File: config.mk
export PLATFORM = sky130hd
export DESIGN_NAME = sync_ram
export DESIGN_NICKNAME = d
export VERILOG_FILES = /design/src/rtl/sync_ram.sv
export SDC_FILE = /design/constraint.sdc
export NUM_CORES = 1
export LEC_CHECK = 0
export BUFFER_PORTS_ARGS = -buffer_cell sky130_fd_sc_hd__buf_2
export CAP_MARGIN = 20
export CORE_AREA = 2 2 71 140
export CTS_BUF_LIST = sky130_fd_sc_hd__clkbuf_2 sky130_fd_sc_hd__clkbuf_4 sky130_fd_sc_hd__clkbuf_8
export CTS_CLUSTER_DIAMETER = 150
export DETAILED_ROUTE_END_ITERATION = 7
export DIE_AREA = 0 0 73 142
export PLACE_DENSITY = 0.84
export SLEW_MARGIN = 25
export SYNTH_ARGS = -nofsm -noshare
export SYNTH_HDL_FRONTEND = slang
export SYNTH_SLANG_ARGS = --single-unit
File: constraint.sdc
create_clock -name CLK -period 2.5 [get_ports CLK]
set_input_delay 0.375 -clock CLK [delete_from_list [all_inputs] [get_ports CLK]]
set_output_delay 0.375 -clock CLK [all_outputs]
set_load 0.03 [all_outputs]
File: src/rtl/sync_ram.sv
// Single-port RAM with valid/ready requests, a registered read (1-cycle latency, DATA_VALID strobe)
// and a zeroing sweep after reset or CLEAR; REQ_READY stays low while the sweep runs and when CLEAR is high.
module sync_ram #(
  parameter int DATA_WIDTH = 8,
  parameter int ADDR_WIDTH = 4
) (
  input  logic                  CLK,
  input  logic                  RST,
  input  logic                  CLEAR,
  input  logic                  REQ_VALID,
  output logic                  REQ_READY,
  input  logic                  OPCODE,
  input  logic [ADDR_WIDTH-1:0] ADDRESS,
  input  logic [DATA_WIDTH-1:0] DATA_IN,
  output logic [DATA_WIDTH-1:0] DATA_OUT,
  output logic                  DATA_VALID,
  output logic                  BUSY
);

  localparam int DEPTH = 2 ** ADDR_WIDTH;
  localparam logic [ADDR_WIDTH-1:0] LAST_ADDR = '1;

  typedef enum logic {
    ST_SWEEP = 1'b0,
    ST_IDLE  = 1'b1
  } state_t;

  state_t                r_state;
  state_t                w_next_state;
  logic [ADDR_WIDTH-1:0] r_sweep_addr;
  logic [ADDR_WIDTH-1:0] w_next_sweep_addr;

  logic [DATA_WIDTH-1:0] r_mem [DEPTH];
  logic [DATA_WIDTH-1:0] r_data_out;
  logic                  r_data_valid;

  logic                  w_ready;
  logic                  w_accept;
  logic                  w_rd_accept;
  logic                  w_mem_we;
  logic [ADDR_WIDTH-1:0] w_mem_addr;
  logic [DATA_WIDTH-1:0] w_mem_wdata;

  always_ff @(posedge CLK or posedge RST) begin
    if (RST) begin
      r_state      <= ST_SWEEP;
      r_sweep_addr <= '0;
    end else begin
      r_state      <= w_next_state;
      r_sweep_addr <= w_next_sweep_addr;
    end
  end

  // CLEAR wins over a same-cycle request by pulling ready low.
  always_comb begin
    w_next_state      = r_state;
    w_next_sweep_addr = r_sweep_addr;
    w_ready           = 1'b0;
    w_mem_we          = 1'b0;
    w_mem_addr        = ADDRESS;
    w_mem_wdata       = DATA_IN;
    case (r_state)
      ST_SWEEP: begin
        w_mem_we          = ~RST;
        w_mem_addr        = r_sweep_addr;
        w_mem_wdata       = '0;
        w_next_sweep_addr = r_sweep_addr + 1'b1;
        if (r_sweep_addr == LAST_ADDR) begin
          w_next_state      = ST_IDLE;
          w_next_sweep_addr = '0;
        end
      end
      ST_IDLE: begin
        w_ready = ~CLEAR;
        if (CLEAR) begin
          w_next_state      = ST_SWEEP;
          w_next_sweep_addr = '0;
        end else begin
          w_mem_we = REQ_VALID & OPCODE;
        end
      end
      default: begin
        w_next_state      = ST_SWEEP;
        w_next_sweep_addr = '0;
      end
    endcase
  end

  assign w_accept    = REQ_VALID & w_ready;
  assign w_rd_accept = w_accept & ~OPCODE;

  always_ff @(posedge CLK) begin
    if (w_mem_we) begin
      r_mem[w_mem_addr] <= w_mem_wdata;
    end
  end

  // DATA_OUT only moves on an accepted read; sweeps leave it alone.
  always_ff @(posedge CLK or posedge RST) begin
    if (RST) begin
      r_data_out   <= '0;
      r_data_valid <= 1'b0;
    end else begin
      r_data_valid <= w_rd_accept;
      if (w_rd_accept) begin
        r_data_out <= r_mem[ADDRESS];
      end
    end
  end

  assign REQ_READY  = w_ready;
  assign DATA_OUT   = r_data_out;
  assign DATA_VALID = r_data_valid;
  assign BUSY       = (r_state == ST_SWEEP);

endmodule
==> results.sh <==
export IMPL_status="complete, no violations"
export IMPL_startpoint_type="input port"
export IMPL_antenna_left=0
export IMPL_syn_num_nets=332
export IMPL_fp_dieW_um=73
export IMPL_cp_arrival_ns=2.19
export IMPL_dp_hpwl_um=7920
export IMPL_slowest_delay_ns=0.67
export IMPL_dpl_cell_area_mm2=0.00606
export IMPL_slew_headroom=0.456
export IMPL_post_cts_buffers=0
export IMPL_cts_buffer_depth=2
export IMPL_avgSynthCellArea_um2=18.2
export IMPL_mostFrequentLayoutCells="128 x edfxtp_1, 30 x mux4_2, 27 x nand2_1, 27 x buf_2"
export IMPL_grt_max_degree=31
export IMPL_cts_tree="done"
export IMPL_grt_first_pass_wirelength_um=17800
export IMPL_die_area_mm2=0.0104
export IMPL_crit_slowest_cell="nor2_1"
export IMPL_route_detailed_drc=0
export IMPL_finalSetupTns_ns=0
export IMPL_area_growth_syn_to_layout_pct=13.3
export IMPL_h_tree_depth=4
export IMPL_rows=50
export IMPL_pin_count=28
export IMPL_yosysUniqueCellTypes=36
export IMPL_power_frac_clock=0.299
export IMPL_fp_dieH_um=142
export IMPL_dr_pass1_iters=5
export IMPL_comb_power_share=0.189
export IMPL_p_leak_nw=2.32
export IMPL_max_cap_violations=0
export IMPL_seq_area_frac_synth=0.733
export IMPL_seqCellArea_mm2=0.00419
export IMPL_p_per_area_mw_per_mm2=944
export IMPL_crit_path_end_kind="flop"
export IMPL_p_sw_frac=0.277
export IMPL_clock_root_buffer="clkbuf_8"
export IMPL_clkLatencyLatePin_ns=0.43
export IMPL_antenna_found_initial=0
export IMPL_grt_overflow=0
export IMPL_gr_usage_all_layers=0.246
export IMPL_diodes=0
export IMPL_synth_cells=314
export IMPL_max_clock_freq_mhz=469
export IMPL_synth_top_area_cell="edfxtp_1"
export IMPL_hp_class="input port to flop"
export IMPL_routed_via_count=3114
export IMPL_yosys_warnings=0
export IMPL_nets=384
export IMPL_crit_required_ns=2.56
export IMPL_wl_um=11700
export IMPL_final_area_mm2=0.00648
export IMPL_drt_initial_drc_count=307
export IMPL_p_seq_frac=0.512
export IMPL_floorplan_initialDensity=0.614
export IMPL_numPortBuffers=27
export IMPL_wire_per_inst_um=24.2
export IMPL_coreArea_mm2=0.00932
export IMPL_hold_violations=0
export IMPL_worstMarginPinSlew_ns=0.813
export IMPL_ir_drop_v=0.000566
export IMPL_clock_sinks=142
export IMPL_rsz0062_at_grt="false"
export IMPL_final_common_cell="edfxtp_1"
export IMPL_fin_skew_ns=0.00874
export IMPL_multiInputGateArea_mm2=0.00138
export IMPL_numCtsBuffers=17
export IMPL_path_clk_slew_ns=0.07
export IMPL_path_cells="dlygate4sd3_1 -> buf_2 -> o22ai_1 -> nand2_1 -> nor2_1"
export IMPL_grt_pass1_vias=3156
export IMPL_setup_worst_path_class="input port to flop"
export IMPL_ys_ff_latch=142
export IMPL_gp_congestion=0.882
export IMPL_switchingPower_mw=1.69
export IMPL_fin_crit_ns=2.13
export IMPL_path_max_fanout=8
export IMPL_fin_crit_sh=0.853
export IMPL_drive_gt1_frac=0.303
export IMPL_n_fill_cell=554
export IMPL_syn_area_mm2=0.00572
export IMPL_setup_viol=0
export IMPL_slew_viol_final=0
export IMPL_synth_top_area_frac=0.672
export IMPL_viasPerCell=6.45
export IMPL_p_int_mw=4.43
export IMPL_synth_area_leaders="edfxtp_1 67%, mux4_2 12%, dfrtp_1 6.1%"
==> power groups by stage <==
stage          Combinational (mW)  Clock, mW  Sequential [mW]
6_report                     1.16       1.83             3.13
5_1_grt                      1.25       1.95             3.16
4_1_cts                      1.16       1.86             3.13
3_5_place_dp                 1.15          0             3.18
3_3_place_gp                 1.11          0             3.16
2_1_floorplan               0.678          0             3.21
==> area by class of cell <==
cell class              instances  area share
clock buffers                  23      0.0469
repair buffers                 50      0.0517
multi-input cells             146       0.212
clock inverters                 9      0.0168
well taps                     104      0.0201
inverters                       9     0.00521
flip-flops and latches        142       0.647
==> critical path: cells and delay by family <==
kind	cells	cell delay (ns)
buf+inv	2	0.66
simple gates	2	0.87
compound gates	1	0.28
==> final timing paths <==
| kind | from | end | slack (ns) | cells past startpoint |
|---|---|---|---|---|
| max | RST | r_mem[9][1]$_DFFE_PP_ | 0.37 | 5 |
| min | CLEAR | r_sweep_addr[1]$_DFFE_PP0N_ | 0.18 | 2 |
| max reg2reg | r_state$_DFF_PP0_ | r_mem[9][1]$_DFFE_PP_ | 0.40 | 4 |
| min reg2reg | DATA_OUT[5]$_DFFE_PP0P_ | DATA_OUT[5]$_DFFE_PP0P_ | 0.51 | 1 |
| max in group asynchronous | RST | DATA_OUT[0]$_DFFE_PP0P_ | 1.63 | 3 |
| min in group asynchronous | RST | r_sweep_addr[3]$_DFFE_PP0N_ | 0.52 | 3 |
==> layer usage <==
layer | vias to the layer above | share of wire | GRT usage | wire, µm
li1 | 1351 | - | - | -
met1 | 1580 | 0.35 | 0.289 | 4130
met2 | 157 | 0.55 | 0.417 | 6480
met3 | 26 | 0.059 | 0.0644 | 696
met4 | 0 | 0.034 | 0.112 | 392
met5 | - | 0 | 0 | 0
==> cells in the mapped netlist <==
| cell type | n |
|---|---|
| mux4_2 | 30 |
| nand2_1 | 27 |
| inv_2 | 2 |
| buf_4 | 1 |
| buf_12 | 1 |
| nor3b_1 | 2 |
| o21ai_1 | 4 |
| edfxtp_1 | 128 |
| mux4_1 | 2 |
| o2bb2ai_1 | 1 |
| nor3_1 | 12 |
| clkbuf_1 | 6 |
| buf_2 | 5 |
| nand4bb_1 | 1 |
| dfrtp_1 | 14 |
| inv_1 | 7 |
| nand2b_1 | 1 |
| xnor2_1 | 1 |
| nand4_1 | 3 |
| a22o_1 | 1 |
| a22oi_1 | 1 |
| buf_6 | 3 |
| a32o_1 | 1 |
| nand3_1 | 3 |
| clkbuf_4 | 1 |
| mux2i_1 | 6 |
| a21oi_1 | 1 |
| mux2_2 | 2 |
| ha_1 | 1 |
| nor2_1 | 21 |
| o22ai_1 | 3 |
| o31a_1 | 1 |
| o21ai_0 | 2 |
| a31oi_1 | 5 |
| a221o_1 | 6 |
| and2_1 | 8 |
==> cells by family (layout without fill, tap and decap cells) <==
family          Yosys count  after routing  share of synthesized area
fa+ha+maj                 1              1                    0.00219
buf+inv                  26             91                     0.0262
xor+xnor                  1              1                    0.00153
flops                   142            142                      0.733
simple gates             78             78                     0.0623
mux                      40             40                      0.142
compound gates           26             26                     0.0330
==> state kept, by name (all words and copies together) (netlist names) <==
register,flops
DATA_VALID,1
DATA_OUT,8
r_sweep_addr,4
r_state,1
r_mem,128
==> stage by stage <==
stage                     cells  total power [mW]  hold slack, ns  utilization  worst slack, ns
final                       483              6.12           0.180        0.696            0.368
after detailed placement    450              4.33           0.437        0.650            0.255
after floorplan             314              3.89           0.264            -            0.477
after global placement      450              4.27           0.429        0.650            0.343
after CTS                   483              6.15           0.156        0.696            0.381
after global routing        483              6.36           0.155        0.696            0.291
==> timing repair <==
item,4_1_cts,5_1_grt
hold buffers,1,0
gates resized for setup,0,0
endpoints found under the hold margin,14,0
(Power assumes the default switching activity.)
